$ cat src/rtl/cpu_pkg.sv
// Shared CPU definitions: branch condition codes, HLT opcode and fetch FSM states.
package cpu_pkg;

    localparam logic [2:0] CC_NE     = 3'b000;
    localparam logic [2:0] CC_EQ     = 3'b001;
    localparam logic [2:0] CC_GT     = 3'b010;
    localparam logic [2:0] CC_LT     = 3'b011;
    localparam logic [2:0] CC_GE     = 3'b100;
    localparam logic [2:0] CC_LE     = 3'b101;
    localparam logic [2:0] CC_OVF    = 3'b110;
    localparam logic [2:0] CC_UNCOND = 3'b111;

    localparam logic [3:0] OPC_HLT = 4'hF;

    typedef enum logic [1:0] {
        FETCH = 2'd0,
        WAIT  = 2'd1,
        HOLD  = 2'd2,
        HALT  = 2'd3
    } fetch_state_t;

endpackage

$ cat src/rtl/fetch_unit_if.sv
// Fetch-stage bus: I-mem request/response plus the decode handshake and branch inputs.
interface fetch_unit_if #(
    parameter int ADDR_W  = 16,
    parameter int INSTR_W = 16,
    parameter int OFF_W   = 9
);
    logic               imem_req;
    logic [ADDR_W-1:0]  imem_addr;
    logic [INSTR_W-1:0] imem_rdata;
    logic               imem_valid;
    logic [INSTR_W-1:0] instr;
    logic               instr_valid;
    logic               instr_ack;
    logic               br_en;
    logic               br_reg;
    logic [2:0]         br_cond;
    logic [OFF_W-1:0]   br_offset;
    logic [ADDR_W-1:0]  br_target;
    logic [2:0]         flags;

    modport master (
        output imem_req, imem_addr, instr, instr_valid,
        input  imem_rdata, imem_valid, instr_ack,
               br_en, br_reg, br_cond, br_offset, br_target, flags
    );

    modport slave (
        input  imem_req, imem_addr, instr, instr_valid,
        output imem_rdata, imem_valid, instr_ack,
               br_en, br_reg, br_cond, br_offset, br_target, flags
    );
endinterface

$ cat src/rtl/fetch_unit_branch_cond.sv
// Branch condition evaluator: maps {Z,V,N} flags and a condition code to taken/not-taken.
module branch_cond
    import cpu_pkg::*;
(
    input  logic [2:0] i_flags,
    input  logic [2:0] i_br_cond,
    output logic       o_cond_true
);
    logic w_z;
    logic w_v;
    logic w_n;

    assign w_z = i_flags[2];
    assign w_v = i_flags[1];
    assign w_n = i_flags[0];

    always_comb begin
        o_cond_true = 1'b0;
        case (i_br_cond)
            CC_NE:     o_cond_true = ~w_z;
            CC_EQ:     o_cond_true = w_z;
            CC_GT:     o_cond_true = ~w_z & ~w_n;
            CC_LT:     o_cond_true = w_n;
            CC_GE:     o_cond_true = w_z | ~w_n;
            CC_LE:     o_cond_true = w_z | w_n;
            CC_OVF:    o_cond_true = w_v;
            CC_UNCOND: o_cond_true = 1'b1;
            default:   o_cond_true = 1'b0;
        endcase
    end
endmodule

$ cat src/rtl/fetch_unit.sv
// PC/fetch stage: fetches from variable-latency I-mem, holds the instruction for decode,
// resolves branches at acknowledge time and parks in HALT on an HLT opcode.
module fetch_unit
    import cpu_pkg::*;
#(
    parameter int                ADDR_W   = 16,
    parameter int                INSTR_W  = 16,
    parameter int                PC_INCR  = 2,
    parameter int                OFF_W    = 9,
    parameter logic [ADDR_W-1:0] RESET_PC = '0
) (
    input  logic              clk,
    input  logic              rst,
    fetch_unit_if.master      bus,
    output logic [ADDR_W-1:0] pc,
    output logic [ADDR_W-1:0] pc_plus,
    output logic              hlt
);
    fetch_state_t       r_state;
    fetch_state_t       w_state_next;
    logic [ADDR_W-1:0]  r_pc;
    logic [INSTR_W-1:0] r_instr;

    logic               w_capture;
    logic               w_advance;
    logic               w_cond_true;
    logic               w_taken;
    logic [3:0]         w_opcode;
    logic [ADDR_W-1:0]  w_pc_plus;
    logic [ADDR_W-1:0]  w_offset_sext;
    logic [ADDR_W-1:0]  w_next_pc;

    branch_cond u_branch_cond (
        .i_flags     (bus.flags),
        .i_br_cond   (bus.br_cond),
        .o_cond_true (w_cond_true)
    );

    assign w_opcode      = bus.imem_rdata[INSTR_W-1 -: 4];
    assign w_pc_plus     = r_pc + ADDR_W'(PC_INCR);
    assign w_offset_sext = {{(ADDR_W-OFF_W){bus.br_offset[OFF_W-1]}}, bus.br_offset};
    assign w_taken       = bus.br_en & w_cond_true;

    // Offsets count instructions, so scale by two before adding; all sums wrap modulo 2^ADDR_W.
    always_comb begin
        w_next_pc = w_pc_plus;
        if (w_taken) begin
            if (bus.br_reg) w_next_pc = bus.br_target;
            else            w_next_pc = w_pc_plus + (w_offset_sext << 1);
        end
    end

    always_comb begin
        w_state_next = r_state;
        w_capture    = 1'b0;
        w_advance    = 1'b0;
        case (r_state)
            FETCH, WAIT: begin
                if (bus.imem_valid) begin
                    if (w_opcode == OPC_HLT) begin
                        w_state_next = HALT;
                    end else begin
                        w_capture    = 1'b1;
                        w_state_next = HOLD;
                    end
                end else begin
                    w_state_next = WAIT;
                end
            end
            HOLD: begin
                if (bus.instr_ack) begin
                    w_advance    = 1'b1;
                    w_state_next = FETCH;
                end
            end
            HALT:    w_state_next = HALT;
            default: w_state_next = FETCH;
        endcase
    end

    always_ff @(posedge clk) begin
        if (rst) begin
            r_state <= FETCH;
            r_pc    <= RESET_PC;
            r_instr <= '0;
        end else begin
            r_state <= w_state_next;
            if (w_capture) r_instr <= bus.imem_rdata;
            if (w_advance) r_pc    <= w_next_pc;
        end
    end

    // Request is gated by rst so nothing is issued to I-mem while reset is held.
    assign bus.imem_req    = ((r_state == FETCH) || (r_state == WAIT)) && !rst;
    assign bus.imem_addr   = r_pc;
    assign bus.instr       = r_instr;
    assign bus.instr_valid = (r_state == HOLD);
    assign pc              = r_pc;
    assign pc_plus         = w_pc_plus;
    assign hlt             = (r_state == HALT);
endmodule

$ cat src/flat_wrapper.sv
// flat-port wrapper written by rule: the top's interface ports become plain ports
module fetch_unit_flat import cpu_pkg::*;
#(
    parameter int                ADDR_W   = 16,
    parameter int                INSTR_W  = 16,
    parameter int                PC_INCR  = 2,
    parameter int                OFF_W    = 9,
    parameter logic [ADDR_W-1:0] RESET_PC = '0
)
  (clk, rst, pc, pc_plus, hlt, bus_imem_req, bus_imem_addr, bus_instr, bus_instr_valid, bus_imem_rdata, bus_imem_valid, bus_instr_ack, bus_br_en, bus_br_reg, bus_br_cond, bus_br_offset, bus_br_target, bus_flags);
  fetch_unit_if #(.ADDR_W(ADDR_W), .INSTR_W(INSTR_W), .OFF_W(OFF_W)) bus_i ();
  input  logic clk;
  input  logic rst;
  output logic [ADDR_W-1:0] pc;
  output logic [ADDR_W-1:0] pc_plus;
  output logic hlt;
  output wire logic [$bits(bus_i.imem_req)-1:0] bus_imem_req;
  output wire logic [$bits(bus_i.imem_addr)-1:0] bus_imem_addr;
  output wire logic [$bits(bus_i.instr)-1:0] bus_instr;
  output wire logic [$bits(bus_i.instr_valid)-1:0] bus_instr_valid;
  input wire logic [$bits(bus_i.imem_rdata)-1:0] bus_imem_rdata;
  input wire logic [$bits(bus_i.imem_valid)-1:0] bus_imem_valid;
  input wire logic [$bits(bus_i.instr_ack)-1:0] bus_instr_ack;
  input wire logic [$bits(bus_i.br_en)-1:0] bus_br_en;
  input wire logic [$bits(bus_i.br_reg)-1:0] bus_br_reg;
  input wire logic [$bits(bus_i.br_cond)-1:0] bus_br_cond;
  input wire logic [$bits(bus_i.br_offset)-1:0] bus_br_offset;
  input wire logic [$bits(bus_i.br_target)-1:0] bus_br_target;
  input wire logic [$bits(bus_i.flags)-1:0] bus_flags;
  assign bus_imem_req = bus_i.imem_req;
  assign bus_imem_addr = bus_i.imem_addr;
  assign bus_instr = bus_i.instr;
  assign bus_instr_valid = bus_i.instr_valid;
  assign bus_i.imem_rdata = bus_imem_rdata;
  assign bus_i.imem_valid = bus_imem_valid;
  assign bus_i.instr_ack = bus_instr_ack;
  assign bus_i.br_en = bus_br_en;
  assign bus_i.br_reg = bus_br_reg;
  assign bus_i.br_cond = bus_br_cond;
  assign bus_i.br_offset = bus_br_offset;
  assign bus_i.br_target = bus_br_target;
  assign bus_i.flags = bus_flags;
  fetch_unit #(.ADDR_W(ADDR_W), .INSTR_W(INSTR_W), .PC_INCR(PC_INCR), .OFF_W(OFF_W), .RESET_PC(RESET_PC)) u_core (.clk(clk), .rst(rst), .bus(bus_i), .pc(pc), .pc_plus(pc_plus), .hlt(hlt));
endmodule
$ cat config.mk
export PLATFORM = sky130hd
export DESIGN_NAME = fetch_unit_flat
export DESIGN_NICKNAME = d
export VERILOG_FILES = /design/src/rtl/cpu_pkg.sv /design/src/rtl/fetch_unit_if.sv /design/src/rtl/fetch_unit_branch_cond.sv /design/src/rtl/fetch_unit.sv /design/src/flat_wrapper.sv
export SDC_FILE = /design/constraint.sdc
export NUM_CORES = 1
export LEC_CHECK = 0
export ABC_AREA = 1
export CAP_MARGIN = 30
export CORE_MARGIN = 2
export CORE_UTILIZATION = 39
export CTS_CLUSTER_DIAMETER = 50
export CTS_CLUSTER_SIZE = 30
export DETAILED_ROUTE_END_ITERATION = 10
export PLACE_DENSITY_LB_ADDON = 0.3
export SETUP_SLACK_MARGIN = 0.15
export SYNTH_ARGS = -nofsm -noshare
export SYNTH_HDL_FRONTEND = slang
export SYNTH_HIERARCHICAL = 1
export SYNTH_SLANG_ARGS = --single-unit
$ cat constraint.sdc
create_clock -name clk -period 2.1 [get_ports clk]
set_input_delay 0.315 -clock clk [delete_from_list [all_inputs] [get_ports clk]]
set_output_delay 0.315 -clock clk [all_outputs]
set_load 0.005 [all_outputs]
==> flow_summary.rst <==
.. list-table::
   :header-rows: 1

   * - Metric
     - Value
   * - Row count
     - 31
   * - Cell depth of the worst min-delay path
     - 2
   * - Via count of the first global-routing pass
     - 3727
   * - Pwr dens
     - about 450 nW/µm²
   * - Final period util
     - 119%
   * - Number of placed I/O pins
     - between 100 and 150
   * - Minimum setup slack among reg-to-reg paths
     - -0.40 ns
   * - Final Max Tran Viols
     - 0
   * - GRT Resource Usage Total
     - 27.1%
   * - Req. time, crit path
     - roughly 2.3 ns
   * - Core utilization of the finished layout
     - between 70% and 80%
   * - Internal power summed over all cells
     - about 1.7 mW
   * - Crit-path max cell delay
     - about 0.37 ns
   * - Area Growth Syn to Fin
     - 96.9%
   * - Vias/cell
     - around 5.3
   * - Highest clock rate
     - between 400 and 500 MHz
   * - DRC violation total after the first TritonRoute iteration
     - 267
   * - Most used cells in the layout excluding fill and tap cells
     - clkdlybuf4s50_1 (108), buf_4 (82), nand2_1 (80), nor2_1 (65), inv_1 (42)
   * - H-Tree Level Count
     - 2
   * - Vias
     - 4010
   * - Destination of the worst hold path
     - u_core/bus.instr[5]
   * - Clock network fraction of total power
     - a little over a quarter
   * - Worst Hold Margin
     - a little under 0.5 ns
   * - Initial antenna violation count
     - 0
   * - Global-route wire length before repair
     - ~17000 µm
   * - Setup repair after global routing missed its margin
     - true
   * - Register bit count reported by yosys
     - 34
   * - Kind of end point of the critical path
     - flip-flop
   * - Post-synth top area share
     - about a quarter
   * - Number of buffers added to fix hold violations after cts
     - 0
   * - Max-capacitance violation count
     - 0
   * - Final worst path period need
     - ~2.5 ns
   * - R2R cell count
     - 17
   * - Final hold vios
     - 0
   * - CTS tree
     - yes
   * - Initial core utilization
     - between 30 and 40%
   * - Fraction of power spent switching nets
     - between 30% and 40%
   * - Clock edge transition at the registers on the reported setup and hold paths
     - 0.08 ns
   * - Run status
     - complete, but fails checks
   * - Slowest cell on the critical path
     - dfxtp_4
   * - # setup viols final
     - 21
   * - Post-Place Cell Area
     - 4700 µm²
   * - Synth area leaders
     - dfxtp_1 (24%), nand2_1 (13%), nor2_1 (9.4%)
   * - Die Area
     - slightly above 8000 µm²
   * - First-pass DRT Iterations
     - 7
   * - Cell-by-cell listing of the critical path
     - inv_2 > nor3_4 > nand2_2 > nor2_4 > buf_6 > nand3_2 > and2_4 > ha_4 > buf_4 > nand2_4 > inv_1 > a21boi_2 > nand3_2 > nand2_1 > nand2_1 > o21ai_1 > a21oi_1
   * - Highest fanout seen on the critical path
     - 4
   * - Worst Max-Slew Pin Slew
     - around 0.5 ns
   * - Final routed DRC violation total
     - 0
   * - Post-synthesis cell type count
     - 34
   * - Largest net degree at the start of global routing
     - 25
   * - Cell area after technology mapping
     - around 2900 µm²
   * - Final design instance area without fill
     - 5640 µm²
   * - Leak pwr
     - ~2.5 nW
   * - Final RePlAce weighted congestion
     - roughly 0.92
   * - Reg power frac
     - between 20 and 30%
   * - Start point of the worst hold path
     - u_core/bus.instr[5]
   * - Worst slew margin relative to its limit
     - between 60% and 70%
   * - Worst hold path class
     - flip-flop to flip-flop
   * - Clock Latency Late Sink
     - about 0.28 ns
   * - Mean instance size in the synthesized netlist
     - 6.24 µm²
   * - Worst setup slack after layout
     - -0.397 ns
   * - Failing checks
     - negative setup slack
   * - Post-layout power
     - between 2 and 3 mW
   * - Antenna fix cells
     - 0
   * - TritonCTS Sinks
     - 34
   * - Maximum buffer depth of the clock tree
     - 2
   * - Combinational Power Share
     - ~44%
   * - Commonest non-fill, non-tap cell in the layout
     - clkdlybuf4s50_1
   * - Number of instances in the synthesized netlist
     - ~460
   * - X dimension of the die
     - ~90 µm
   * - Core area
     - slightly above 7000 µm²
   * - Routed Antenna Nets
     - 0
   * - Worst setup path category
     - flip-flop to flip-flop
   * - End of the worst register-to-register path
     - u_core/bus.imem_addr[12]
   * - Count of buffers inserted at the top-level ports
     - between 100 and 150
   * - CP Launch Type
     - flip-flop
   * - Sequential-to-total area share from yosys stat
     - 23.8%
   * - Syn Nets
     - about 530
   * - Switching power of the nets
     - a little over 0.8 mW
   * - Chip Height
     - approximately 90 µm
   * - Crit path DAT
     - approximately 2.7 ns
   * - Cell taking the most area after synthesis
     - dfxtp_1
   * - Overall overflow remaining after global route
     - 0
   * - IR drop worst, VDD
     - 335 µV
   * - Worst clock skew
     - 0.00548 ns
   * - Synth Warn #
     - 6
   * - Number of buffers created by CTS
     - 5
   * - Half-perimeter wire length of the detailed placement result
     - between 8000 and 9000 µm
   * - Fin nets
     - between 700 and 800
   * - WL per Instance
     - between 15 and 20 µm
   * - Share of final-layout standard cells stronger than drive strength 1
     - a little over a third
   * - Crit Reg-Reg Startpoint
     - u_core/bus.imem_addr[2]
   * - Clock root buffer
     - clkbuf_8
   * - Total detailed-routing wirelength
     - between 10000 and 15000 µm
## cell families (layout without fill, tap and decap cells)
group | Yosys count | in the layout | share of synthesized area [%]
buffers and inverters | 80 | 284 | 12.9
XOR/XNOR | 13 | 13 | 4.24
AO/OA/AOI/OAI | 86 | 86 | 16.2
flip-flops | 34 | 34 | 23.8
AND/OR/NAND/NOR | 227 | 227 | 34.3
adder cells (fa/ha/maj) | 19 | 19 | 8.57
## synth_stat cells
cell,count
o21ai_0,42
and2_1,1
nor3_4,1
a21boi_0,3
clkbuf_1,7
buf_4,18
nand4_1,7
ha_1,18
fa_1,1
clkinv_1,2
xnor2_1,2
nand2_1,102
nor2_1,72
nor3_1,4
or2_2,1
dfxtp_1,34
o21bai_1,3
a21oi_1,28
buf_2,2
inv_2,1
nand3_1,26
and2_4,1
xor2_1,10
nor2_4,2
inv_1,50
nand3b_1,1
xor2_2,1
a31oi_1,7
a21o_1,2
nand3_2,2
nor3_2,1
nand2_2,4
a221oi_1,1
nor2_2,2
## how the worst max path moves through the flow
stage	startpoint	end	slack [ns]	cells after the start
after global routing	u_core/bus.imem_addr[2]	u_core/bus.imem_addr[15]	-0.55	19
after CTS	u_core/bus.imem_addr[1]	u_core/bus.imem_addr[15]	-0.33	19
final	u_core/bus.imem_addr[2]	u_core/bus.imem_addr[12]	-0.40	17
after floorplan	u_core/bus.imem_addr[2]	u_core/bus.imem_addr[15]	-0.16	18
after global placement	u_core/bus.imem_addr[2]	u_core/bus.imem_addr[10]	-0.38	14
after detailed placement	u_core/bus.imem_addr[2]	u_core/bus.imem_addr[10]	-0.41	16
## repair_timing
item | in CTS | in global routing
pin swaps | 34 | 30
endpoints found under the setup margin | 26 | 27
gates resized for setup | 101 | 67
setup buffers | 17 | 11
gates cloned | 0 | 0
## power by group through the flow
stage	sequential, mW	clock, mW	combinational [mW]
global placement	0.740	0	0.880
CTS	0.729	0.698	1.01
detailed placement	0.743	0	0.892
global route	0.736	0.727	1.22
finish	0.730	0.689	1.13
floorplan	0.751	0	0.394
## through the flow
stage / std cells / setup TNS, ns / setup WS [ns]
after floorplan: 459 / -0.734 / -0.158
after global placement: 726 / -2.76 / -0.384
after detailed placement: 726 / -3.60 / -0.408
after CTS: 751 / -3.88 / -0.330
after global routing: 762 / -6.64 / -0.550
final: 762 / -4.69 / -0.397
## metal layers
metal	wire length [µm]	vias to the layer above	track usage (%)	part of all wire [%]
met5	0	-	0	0
met2	6130	234	48.9	52
met3	933	67	4.75	7.8
met1	4270	1832	31.1	36
li1	-	1877	-	-
met4	571	0	12.1	4.8
## sequential cells by signal, indices dropped and copies added, names as in the netlist, named ones only
signal and count:
u_core/bus.imem_addr 16, u_core/r_state 1, u_core/bus.instr 16
## worst max-delay path: cells and delay by family, from the launching register on
kind            cells  cell delay (ns)
buf+inv             4             0.38
simple gates        9             0.95
fa+ha+maj           1             0.27
flops               1             0.37
compound gates      3             0.39
## final cells by class
cell class | instances | area (µm²)
fillers | 490 | 1540
multi-input cells | 345 | 2430
clock buffers | 6 | 93.8
well taps | 99 | 124
clock inverters | 2 | 38.8
repair buffers | 223 | 2050
inverters | 53 | 201
flip-flops and latches | 34 | 698
Power figures use the tool's default switching activity.
